===== src/rtl/cordic_vectoring.sv =====
// -----------------------------------------------------------------------------
// cordic_vectoring
//
// Iterative CORDIC in vectoring mode. It converts a Q4.8 cartesian vector
// (x, y) into polar form. The magnitude is scaled by the CORDIC gain
// K ~= 1.647 and saturated to [0, 2047]. The angle is atan2(y, x) in Q4.8
// radians. The block works on one vector at a time and carries an ID tag
// through to the result.
//
// Ports:
//   clock      system clock
//   reset      synchronous, active-high reset
//   in_valid   input vector valid
//   in_ready   block can accept a vector (high only while idle)
//   in_x/in_y  signed Q4.8 input vector
//   in_id      tag that travels with the vector
//   out_valid  result valid (held until out_ready)
//   out_ready  consumer accepts the result
//   out_mag    Q4.8 magnitude * K, saturated, never negative
//   out_angle  signed Q4.8 angle, roughly [-804, +804]
//   out_id     tag of the result
//
// Timing: a vector accepted at edge N gives out_valid high after edge
// N+STAGES. The block returns to idle one cycle after the result is taken,
// so the throughput is one vector every STAGES+2 cycles.
// -----------------------------------------------------------------------------
module cordic_vectoring #(
    parameter int ID_WIDTH = 8,
    parameter int STAGES   = 10,   // 1..10, bounded by the atan table
    parameter int IW       = 14    // internal x/y/z width, >= 13
) (
    input  logic                clock,
    input  logic                reset,
    input  logic                in_valid,
    output logic                in_ready,
    input  logic [11:0]         in_x,
    input  logic [11:0]         in_y,
    input  logic [ID_WIDTH-1:0] in_id,
    output logic                out_valid,
    input  logic                out_ready,
    output logic [11:0]         out_mag,
    output logic [11:0]         out_angle,
    output logic [ID_WIDTH-1:0] out_id
);

    typedef enum logic [1:0] {
        IDLE = 2'd0,
        ITER = 2'd1,
        DONE = 2'd2
    } state_t;

    localparam logic signed [IW-1:0] PI_2    = IW'(402);
    localparam logic signed [IW-1:0] MAG_MAX = IW'(2047);
    localparam logic [3:0]           LAST    = 4'(STAGES - 1);

    // atan(2^-i) in Q4.8 radians
    function automatic logic signed [IW-1:0] atan_lut(input logic [3:0] idx);
        logic signed [IW-1:0] v;
        case (idx)
            4'd0:    v = IW'(201);
            4'd1:    v = IW'(119);
            4'd2:    v = IW'(63);
            4'd3:    v = IW'(32);
            4'd4:    v = IW'(16);
            4'd5:    v = IW'(8);
            4'd6:    v = IW'(4);
            4'd7:    v = IW'(2);
            4'd8:    v = IW'(1);
            4'd9:    v = IW'(1);
            default: v = '0;
        endcase
        return v;
    endfunction

    state_t                state_reg;
    logic [3:0]            iter_reg;
    logic signed [IW-1:0]  x_reg;
    logic signed [IW-1:0]  y_reg;
    logic signed [IW-1:0]  z_reg;
    logic [ID_WIDTH-1:0]   id_reg;

    // ---------------------------------------------------------------------
    // Input sign extension and quadrant pre-rotation. The negation is done
    // at IW width, so -2048 negates cleanly to +2048.
    // ---------------------------------------------------------------------
    logic signed [IW-1:0] x_ext;
    logic signed [IW-1:0] y_ext;
    logic signed [IW-1:0] x0_next;
    logic signed [IW-1:0] y0_next;
    logic signed [IW-1:0] z0_next;

    assign x_ext = {{(IW-12){in_x[11]}}, in_x};
    assign y_ext = {{(IW-12){in_y[11]}}, in_y};

    always_comb begin
        x0_next = x_ext;
        y0_next = y_ext;
        z0_next = '0;
        if (x_ext[IW-1]) begin
            if (!y_ext[IW-1]) begin
                // Second quadrant: rotate by -90 degrees, angle starts at +pi/2
                x0_next = y_ext;
                y0_next = -x_ext;
                z0_next = PI_2;
            end else begin
                // Third quadrant: rotate by +90 degrees, angle starts at -pi/2
                x0_next = -y_ext;
                y0_next = x_ext;
                z0_next = -PI_2;
            end
        end
    end

    // ---------------------------------------------------------------------
    // One micro-rotation on the current registers. Both the x and y updates
    // use the values from before this step.
    // ---------------------------------------------------------------------
    logic signed [IW-1:0] x_sh;
    logic signed [IW-1:0] y_sh;
    logic signed [IW-1:0] atan_i;
    logic signed [IW-1:0] x_next;
    logic signed [IW-1:0] y_next;
    logic signed [IW-1:0] z_next;
    logic [11:0]          mag_sat;

    assign x_sh   = x_reg >>> iter_reg;
    assign y_sh   = y_reg >>> iter_reg;
    assign atan_i = atan_lut(iter_reg);

    always_comb begin
        if (!y_reg[IW-1]) begin
            x_next = x_reg + y_sh;
            y_next = y_reg - x_sh;
            z_next = z_reg + atan_i;
        end else begin
            x_next = x_reg - y_sh;
            y_next = y_reg + x_sh;
            z_next = z_reg - atan_i;
        end
    end

    // x cannot go negative after pre-rotation. The lower clamp is kept so
    // the output is still well defined if that ever changes.
    always_comb begin
        if (x_next[IW-1]) begin
            mag_sat = 12'd0;
        end else if (x_next > MAG_MAX) begin
            mag_sat = 12'd2047;
        end else begin
            mag_sat = x_next[11:0];
        end
    end

    // ---------------------------------------------------------------------
    // Control FSM and registered outputs
    // ---------------------------------------------------------------------
    assign in_ready = (state_reg == IDLE);

    always_ff @(posedge clock) begin
        if (reset) begin
            state_reg <= IDLE;
            iter_reg  <= '0;
            x_reg     <= '0;
            y_reg     <= '0;
            z_reg     <= '0;
            id_reg    <= '0;
            out_valid <= 1'b0;
            out_mag   <= '0;
            out_angle <= '0;
            out_id    <= '0;
        end else begin
            case (state_reg)
                IDLE: begin
                    if (in_valid) begin
                        x_reg     <= x0_next;
                        y_reg     <= y0_next;
                        z_reg     <= z0_next;
                        id_reg    <= in_id;
                        iter_reg  <= '0;
                        state_reg <= ITER;
                    end
                end
                ITER: begin
                    x_reg <= x_next;
                    y_reg <= y_next;
                    z_reg <= z_next;
                    if (iter_reg == LAST) begin
                        out_mag   <= mag_sat;
                        out_angle <= z_next[11:0];
                        out_id    <= id_reg;
                        out_valid <= 1'b1;
                        state_reg <= DONE;
                    end else begin
                        iter_reg <= iter_reg + 4'd1;
                    end
                end
                DONE: begin
                    if (out_ready) begin
                        out_valid <= 1'b0;
                        state_reg <= IDLE;
                    end
                end
                default: begin
                    state_reg <= IDLE;
                    out_valid <= 1'b0;
                end
            endcase
        end
    end

endmodule


===== config.mk =====
export PLATFORM = sky130hd
export DESIGN_NAME = cordic_vectoring
export DESIGN_NICKNAME = d
export VERILOG_FILES = /design/src/rtl/cordic_vectoring.sv
export SDC_FILE = /design/constraint.sdc
export NUM_CORES = 1
export LEC_CHECK = 0
export CORE_MARGIN = 2
export CORE_UTILIZATION = 28
export DETAILED_ROUTE_END_ITERATION = 8
export GPL_ROUTABILITY_DRIVEN = 0
export GPL_TIMING_DRIVEN = 0
export HOLD_SLACK_MARGIN = 0.02
export PLACE_DENSITY_LB_ADDON = 0.1
export SYNTH_ARGS = -nofsm -noshare
export SYNTH_HDL_FRONTEND = slang
export SYNTH_SLANG_ARGS = --single-unit

===== constraint.sdc =====
create_clock -name clock -period 10.85 [get_ports clock]
set_clock_uncertainty 0.2 [all_clocks]
set_input_delay 2.17 -clock clock [delete_from_list [all_inputs] [get_ports clock]]
set_output_delay 2.17 -clock clock [all_outputs]
set_load 0.01 [all_outputs]

### Yosys cells after proc, flatten, opt, wreduce, memory -nomap -nowiden

Memories as Yosys holds them, arrays and structs flattened. A register that Yosys moved wholly into a read port is not among the register bits.
Index checks and enable logic that the tools add are counted.

| word-level totals | value |
|---|---|
| register bits after elaboration | 89 |
| ROM bits | 128 |
| input port bits | 36 |
| memories kept | 1 |

| operators by class | value |
|---|---|
| add/sub/neg operators | 9 |
| $lt $le $gt $ge | 1 |
| eq/ne operators | 7 |
| shifts and indexed selects | 2 |
| muxes and demuxes | 29 |
| bitwise logic cells | 1 |
| reductions and logical operators | 8 |

Memory list:

| memory | depth | bits a word | rd ports | clocked after Yosys merged registers in | write ports | RTL line | source |
|---|---|---|---|---|---|---|---|
| (name not given) | 16 | 8 | 1 | 1 | 0 | 59 | `case (idx)` |

Operators with widths:

| operator | count |
|---|---|
| $mux W14 | 12 |
| $pmux W14 S2 | 3 |
| $add A14 B14 Y14 | 3 |
| $sub A14 B14 Y14 | 3 |
| $neg A12 Y14 | 2 |
| $sshr A14 B4 Y14 | 2 |
| $mux W12 | 2 |
| $mux W4 | 4 |
| $gt A14 B12 Y1 const B | 1 |
| $reduce_and A3 Y1 | 3 |
| $ne A2 B2 Y1 const B | 4 |
| $pmux W4 S2 | 1 |
| $mux W2 | 3 |
| $pmux W2 S3 | 1 |
| $reduce_and A2 Y1 | 3 |
| $add A4 B1 Y4 const B | 1 |
| $eq A4 B4 Y1 const B | 1 |
| $pmux W1 S3 | 1 |
| $eq A2 B1 Y1 const B | 1 |
| $eq A2 B2 Y1 const B | 1 |
| $logic_not A2 Y1 | 1 |
| $mux W1 | 2 |
| $reduce_bool A2 Y1 | 1 |
| $not A1 Y1 | 1 |

### Depth between registers and ports, before layout

Gate-level depths: netlist of the first run.

| depth | value |
|---|---|
| word-level depth | 6 |
| gate-level depth with buffers | 22 |
| gate-level depth less buffers | 19 |

### Worst setup path before layout of the first run

Ideal clock, no wire load.

| timing path | value |
|---|---|
| path kind | reg-to-reg |
| start | reg iter_reg[1] |
| end | reg out_mag[10] |
| library setup time | 0.069 ns |
| arrival time | 4.477 ns |
| required time | 10.581 ns |
| path slack | 6.104 ns |
| stages on the path, launching flop included | 20 |
| buffers on the path | 2 |
| path through | dfxtp_1 buf_2 mux2_2 mux2_2 mux4_2 clkinv_1 ha_1 a31oi_1 nor2_1 o21a_1 mux2_2 ha_1 and3_1 a21oi_1 nand2_1 o41ai_1 xnor3_1 nand2b_1 buf_2 o21ai_1 |

| on the way | value |
|---|---|
| cells in the longest elaborated chain, start to end | 6 |
| elaborated cells on any way between the ends | 9 |
| those cells by class | 2 x add/sub; 1 x order compare; 1 x eq/ne; 1 x shift; 3 x mux; 1 x reduce/logical |

RTL lines:

| item | RTL line | source |
|---|---|---|
| start, declared | 76 | `logic [3:0] iter_reg;` |
| start signal, assigned | 194 | `iter_reg <= iter_reg + 4'd1;` |
| $sshr A14 B4 Y14 | 127 | `assign y_sh = y_reg >>> iter_reg;` |
| $add A14 B14 Y14 or $sub A14 B14 Y14 (tied branches) | 132, 136 |  |
| $mux W14 | 131 | `if (!y_reg[IW-1]) begin` |
| $gt A14 B12 Y1 | 147 | `end else if (x_next > MAG_MAX) begin` |
| $mux W12 | 147 |  |
| $mux W12 | 145 | `if (x_next[IW-1]) begin` |
| end signal, assigned | 188 | `out_mag <= mag_sat;` |
| end, declared | 41 | `output logic [11:0] out_mag,` |

Parallel ways exist; a longest one is shown, timed or not.
A chain may end at the register's enable or synchronous reset.

### Worst setup path after layout of the first run

| timing path | value |
|---|---|
| start | reg y_reg[13] |
| end | reg out_mag[7] |

| on the way | value |
|---|---|
| cells in the longest elaborated chain, start to end | 6 |
| elaborated cells on any way between the ends | 7 |
| those cells by class | 2 x add/sub; 1 x order compare; 1 x shift; 3 x mux |

RTL lines:

| item | RTL line | source |
|---|---|---|
| start, declared | 78 | `logic signed [IW-1:0] y_reg;` |
| start signal, assigned | 176 | `y_reg <= y0_next;` |
| start signal, assigned | 185 | `y_reg <= y_next;` |
| $sshr A14 B4 Y14 | 127 |  |
| $add A14 B14 Y14 or $sub A14 B14 Y14 (tied branches) | 132, 136 |  |
| $mux W14 * | 131 |  |
| $gt A14 B12 Y1 | 147 |  |
| $mux W12 | 147 |  |
| $mux W12 * | 145 |  |

Every way passes the cells marked *; elsewhere a longest branch is shown, timed or not.

==> metrics.txt, run 1 <==
DRC=0; CTS Root Buffer Type=clkbuf_16; Avg Cell Area, Syn=7.91 sq um; Die W=170 um; leading area contributor after synthesis=dfxtp_1; Power, Total=1.96 mW; diode count=0; Fin. Hold Viols=0; largest net degree at the start of global routing=20; EDFF count, synth=0; unrepaired setup endpoints after global routing=false; register area share after synthesis=24.6%; main combinational cell family by area after synthesis=compound AO/OA/AOI/OAI gates; Worst Tran Pin Value=1120 ps; CTS tree=done; CP max FO=10; setup_tns=0 ps; # H-tree levels=3; Layout Cells excl Fill=1,401; post-route ant nets=0; worst skew pair latency=360 ps; layout cells sized above 1=5.00%; Synth Area in XOR/XNOR=9.12%; Tcrit/Tclk final=52.2%; Worst VDD drop=0.0906 mV; gr ovfl total=0; Slew Limit Fails=0; CP Cell Sequence=clkbuf_1, buf_1, clkbuf_1, mux2i_1, ha_1, nor2b_1, o21ai_0, a21oi_1, o21ai_0, nand2_1, o41ai_1, xnor3_1, nand2b_1, buf_2, o21ai_1; count leader, synth=nor2_1; Post-Synth Simple-Gate Area=20.4%; PostCTS Resize Cnt=0; startpoint class of the critical path=register; Slew HR=24.5%; worst setup margin=5190 ps; post-layout min period=5660 ps; WL final=27,200 um; post-CTS setup buffers=0; Post-Synth Adder-Cell Area=8.88%; crit-path max cell delay=620 ps; Post-CTS Hold Buffers=0; Worst EP required=10,940 ps; Mapped Cells=976; Initial Util=28.6%; Yosys reg bits=95; clock-pin slew on the worst setup and hold paths=80 ps; Detailed Route Iter0 Violations=449; ranking of synthesized cells by area=dfxtp_1 25%, ha_1 8.1%, nor2_1 6.1%, a21oi_1 5.8%, xnor2_1 5.8%; top cells by count, synth=125 x nor2_1, 110 x nand2_1, 95 x dfxtp_1; CP bufs+invs=4; vias per std cell=5.32; I/O Buffers=68; Syn. warnings=0; status=complete, no violations; vias=7,447; Ports=70; area delta synth->final=18.2%; family with the most delay on the worst path=buffers and inverters; Synth async-reset ratio=0%; final setup violation count=0; syn nets=1,065; pre-CTS WS=5130 ps; Tightest Hold Check Type=register to register; Max Cap Violations=0; # clock sinks=95; post-synth cell types=74; wire per inst=19.4 um; Compound-Gate Fraction of Synth Area=22.3%; CTS buffer count=9; initial antenna violation count=0; Final HPWL DP=21,600 um; area of the core=27,000 sq um; area share of the largest cell type after synthesis=24.6%; # rows=60; multiplexer area fraction after synthesis=9.45%; Fin Hold WS=243 ps; layout filler cell count=2,909; flop-to-flop setup slack=5190 ps; CP Data Arrival Time=5750 ps; crit end category=register; global-route wire length before repair=42,500 um; vias in the first global route=7,186; total track usage=19.1%; placed cells=1,385; Mapped Area=7720 sq um; Setup CP Type=register to register; die area=28,900 sq um; Die Y=170 um; FMAX=177 MHz; pwr dens=215 nW/um^2; P_leak=3.41 nW; Net count, final=1,144; drt first pass iters=4; CTS Buffer Depth=2; Top FF cell, synth=dfxtp_1; Worst path slowest cell=clkbuf_1
[cells in the final DEF, fill, tap and decap left out, types with 7 or more instances in the layout]
| cell | netlist | routed |
|---|---|---|
| a211oi_1 | 39 | 39 |
| inv_1 | 31 | 31 |
| o211ai_1 | 9 | 9 |
| o21ai_1 | 10 | 10 |
| xnor2_1 | 51 | 51 |
| ha_1 | 50 | 50 |
| a31oi_1 | 14 | 14 |
| dfxtp_1 | 95 | 95 |
| nor3_1 | 29 | 29 |
| o21ai_0 | 27 | 27 |
| xor2_1 | 25 | 25 |
| or3_1 | 7 | 7 |
| mux2_2 | 8 | 8 |
| a21oi_1 | 90 | 90 |
| clkdlybuf4s50_1 | 0 | 68 |
| buf_1 | 9 | 9 |
| a221oi_1 | 9 | 9 |
| nand2b_1 | 9 | 9 |
| nor2b_1 | 14 | 14 |
| clkbuf_16 | 0 | 9 |
| nor2_1 | 125 | 125 |
| clkbuf_1 | 47 | 47 |
| o21a_1 | 11 | 11 |
| mux4_2 | 12 | 12 |
| mux2i_1 | 20 | 20 |
| a21o_1 | 8 | 8 |
| nand2_1 | 110 | 110 |
[logic make-up after synthesis]
logic type / after synthesis
AOI/OAI and AO/OA: 267
buffers and inverters: 96
adders and majority gates: 53
DFF: 95
xor gates and xnor gates: 78
muxes: 47
and+or+nand+nor: 340
[worst reg2reg max path, delay by kind of cell (launching register included)]
family | cells | cell delay, ps
flops | 1 | 470
xor+xnor | 1 | 310
buf+inv | 4 | 1950
simple gates | 3 | 420
compound gates | 5 | 1480
fa+ha+maj | 1 | 300
mux | 1 | 460
[metal layers]
metal | track usage, % | routed length, um
met1 | 27.7 | 13900
met2 | 29.4 | 11600
met3 | 2.72 | 1190
met4 | 5.05 | 555
met5 | 0 | 0
[path summary, 6_finish.rpt]
path | startpoint | endpoint | cells after the start
max | y_reg[13] | out_mag[7] | 15
min | out_mag[9] | out_mag[9] | 2
max reg2reg | y_reg[13] | out_mag[7] | 15
min reg2reg | out_mag[9] | out_mag[9] | 2
[metrics by stage]
| step | util (%) | area [sq um] |
|---|---|---|
| 2_1_floorplan | - | 7720 |
| 3_3_place_gp | 32.7 | 8830 |
| 3_5_place_dp | 32.7 | 8830 |
| 4_1_cts | 33.8 | 9130 |
| 5_1_grt | 33.8 | 9130 |
| 6_report | 33.8 | 9130 |
[power breakdown]
group	internal [mW]	switching [mW]	total (mW)
clock network	0.163	0.165	0.328
logic	0.491	0.699	1.19
registers	0.386	0.0600	0.446
[cell type report]
cell class / count / area [sq um] / share of cell area (%)
multi-input cells: 785 / 5420 / 59.4
flip-flops and latches: 95 / 1900 / 20.8
plain buffers: 63 / 277 / 3.03
inverters: 33 / 124 / 1.36
repair buffers: 68 / 681 / 7.46
clock inverters: 7 / 72.6 / 0.795
clock buffers: 9 / 225 / 2.47
well taps: 341 / 427 / 4.68
(Power assumes the default switching activity.)
==> run 2: changes to the inputs <==
==> constraint.sdc (replaced) <==
create_clock -name clock -period 4.8 [get_ports clock]
set_clock_uncertainty 0.2 [all_clocks]
set_input_delay 0.96 -clock clock [delete_from_list [all_inputs] [get_ports clock]]
set_output_delay 0.96 -clock clock [all_outputs]
set_load 0.01 [all_outputs]
==> run 2 against run 1 <==
- die area unchanged
- global-route usage up 0.26 points
- sequential share of layout area down 1.5 points
- clock power up 130%
- combinational power rose to 2.7 times the previous value
- critical path type unchanged
==> metrics.txt, run 2 (synthesis results as in run 1) <==
Fin. Hold Viols=0 (unchanged); pwr dens=499 nW/um^2 (+130%); Die Y=170 um (unchanged); setup_tns=0 ps (unchanged); layout cells sized above 1=14.7% (+9.7 points); Max Cap Violations=0 (unchanged); DRC=0 (unchanged); post-layout min period=4640 ps (-1020 ps); global-route wire length before repair=43,000 um (+1.3%); # clock sinks=95 (unchanged); diode count=0 (unchanged); CTS Buffer Depth=2 (unchanged); worst setup margin=160 ps (-5030 ps); post-route ant nets=0 (unchanged); routed length on met3=1240 um (+4.3%); Post-CTS Hold Buffers=0 (unchanged); CP Data Arrival Time=4670 ps (-1080 ps); pre-CTS WS=-924 ps (-6050 ps); Ports=70 (unchanged); vias in the first global route=7,294 (+1.5%); I/O Buffers=68 (unchanged); Setup CP Type=register to register; die area=28,900 sq um (unchanged); Die W=170 um (unchanged); top routing layer used=met4; Tightest Hold Check Type=register to register; # H-tree levels=3 (unchanged); Slew Limit Fails=0 (unchanged); RR Startpoint=iter_reg[0]; Worst VDD drop=0.210 mV (+130%); largest net degree at the start of global routing=20 (unchanged); Worst EP required=4830 ps (-6110 ps); Hold Path Origin=out_mag[9]; CTS tree=done; Final HPWL DP=21,600 um (unchanged); CTS Root Buffer Type=clkbuf_16; CP max FO=10 (unchanged); worst skew pair latency=360 ps (about the same); reg2reg end=y_reg[13]; FMAX=216 MHz (+22%); Slew HR=26.6% (+2.2 points); clock-pin slew on the worst setup and hold paths=80 ps (about the same); area of the core=27,000 sq um (unchanged); drt first pass iters=5 (+1); crit end category=register; gr ovfl total=0 (unchanged); Worst Tran Pin Value=1090 ps (-32.3 ps); final core utilization=36.5% (+2.8 points); most common cell after layout, fill and taps aside=nor2_1; Tcrit/Tclk final=96.7% (+44 points); # rows=60 (unchanged); unrepaired setup endpoints after global routing=true; most frequent cells in the layout=119 x nor2_1, 107 x nand2_1, 92 x dfxtp_1; status=complete, no violations; initial antenna violation count=0 (unchanged); area delta synth->final=27.9%; flop-to-flop setup slack=160 ps (-5030 ps); Initial Util=28.6% (unchanged); Power, Total=4.93 mW (+150%); P_leak=3.73 nW (+9.4%); Detailed Route Iter0 Violations=460 (+2.4%); Post-Route M1 WL=14,100 um (+1.5%); vias=7,603 (+2.1%); Worst R2R Path Depth=17 (+2); total track usage=19.3% (+0.26 points); WL final=27,900 um (+2.5%); final setup violation count=0 (unchanged); Net count, final=1,184 (+3.5%); vias per std cell=5.28 (-0.74%); hold path endpoint=out_mag[9]; hold path cells=2 (unchanged); WL met2=12,100 um (+4.8%); startpoint class of the critical path=register; CTS buffer count=9 (unchanged); wire per inst=19.4 um (-0.31%)
[run 2: per-layer routing]
metal | GRT usage [%] | vias to the layer above
li1 | - | 3766
met1 | 27.9 | 3624
met2 | 30.4 | 189
met3 | 2.72 | 24
met4 | 4.50 | 0
met5 | 0 | -
[run 2: worst max-delay path by stage]
stage	startpoint	end	slack (ps)	depth (start not counted)
final	iter_reg[0]	y_reg[13]	160	17
after global routing	iter_reg[0]	y_reg[12]	-10	21
after CTS	iter_reg[0]	y_reg[13]	0.9	22
after detailed placement	iter_reg[1]	out_mag[10]	-920	21
after global placement	iter_reg[1]	out_mag[9]	-990	21
after floorplan	iter_reg[1]	out_mag[10]	50	19
[run 2: cell type report]
type,count,area [sq um]
Clock buffer,9,225
Tap cell,341,427
Timing Repair Buffer,108,1010
Multi-Input combinational cell,785,5770
Sequential cell,95,1910
Clock inverter,7,72.6
Inverter,33,126
Buffer,63,340
Fill cell,2874,17200
[run 2: what timing repair did]
item / 4_1_cts / 5_1_grt
cloned: 0 / 1
pin swaps: 10 / 27
setup endpoints to repair: 28 / 18
setup buffers: 18 / 21
gates resized for setup: 67 / 46
endpoints found under the hold margin: 0 / 0
[run 2: critical path, stage by stage, from the launching register on]
cell and delay (ps):
dfxtp_4 380, buf_12 140, buf_12 140, buf_12 130, mux4_2 510, mux4_2 530
a211o_1 300, and4bb_2 350, and4_1 230, a21oi_1 90, xnor2_1 160, ha_1 360
nand2_1 80, o31ai_2 310, a21o_1 190, a21oi_2 70, xnor2_2 240, o22ai_2 90
[run 2: power breakdown]
part | switching [mW] | internal [mW]
combinational | 1.75 | 1.42
sequential | 0.142 | 0.872
clock | 0.373 | 0.369
[run 2: metrics by stage]
| step | instance area [sq um] | hold WS (ps) | cells |
|---|---|---|---|
| after detailed placement | 8830 | 240 | 1385 |
| after floorplan | 7720 | 232 | 976 |
| after global placement | 8830 | 237 | 1385 |
| final | 9880 | 243 | 1441 |
| after global routing | 9880 | 257 | 1441 |
| after CTS | 9520 | 250 | 1419 |
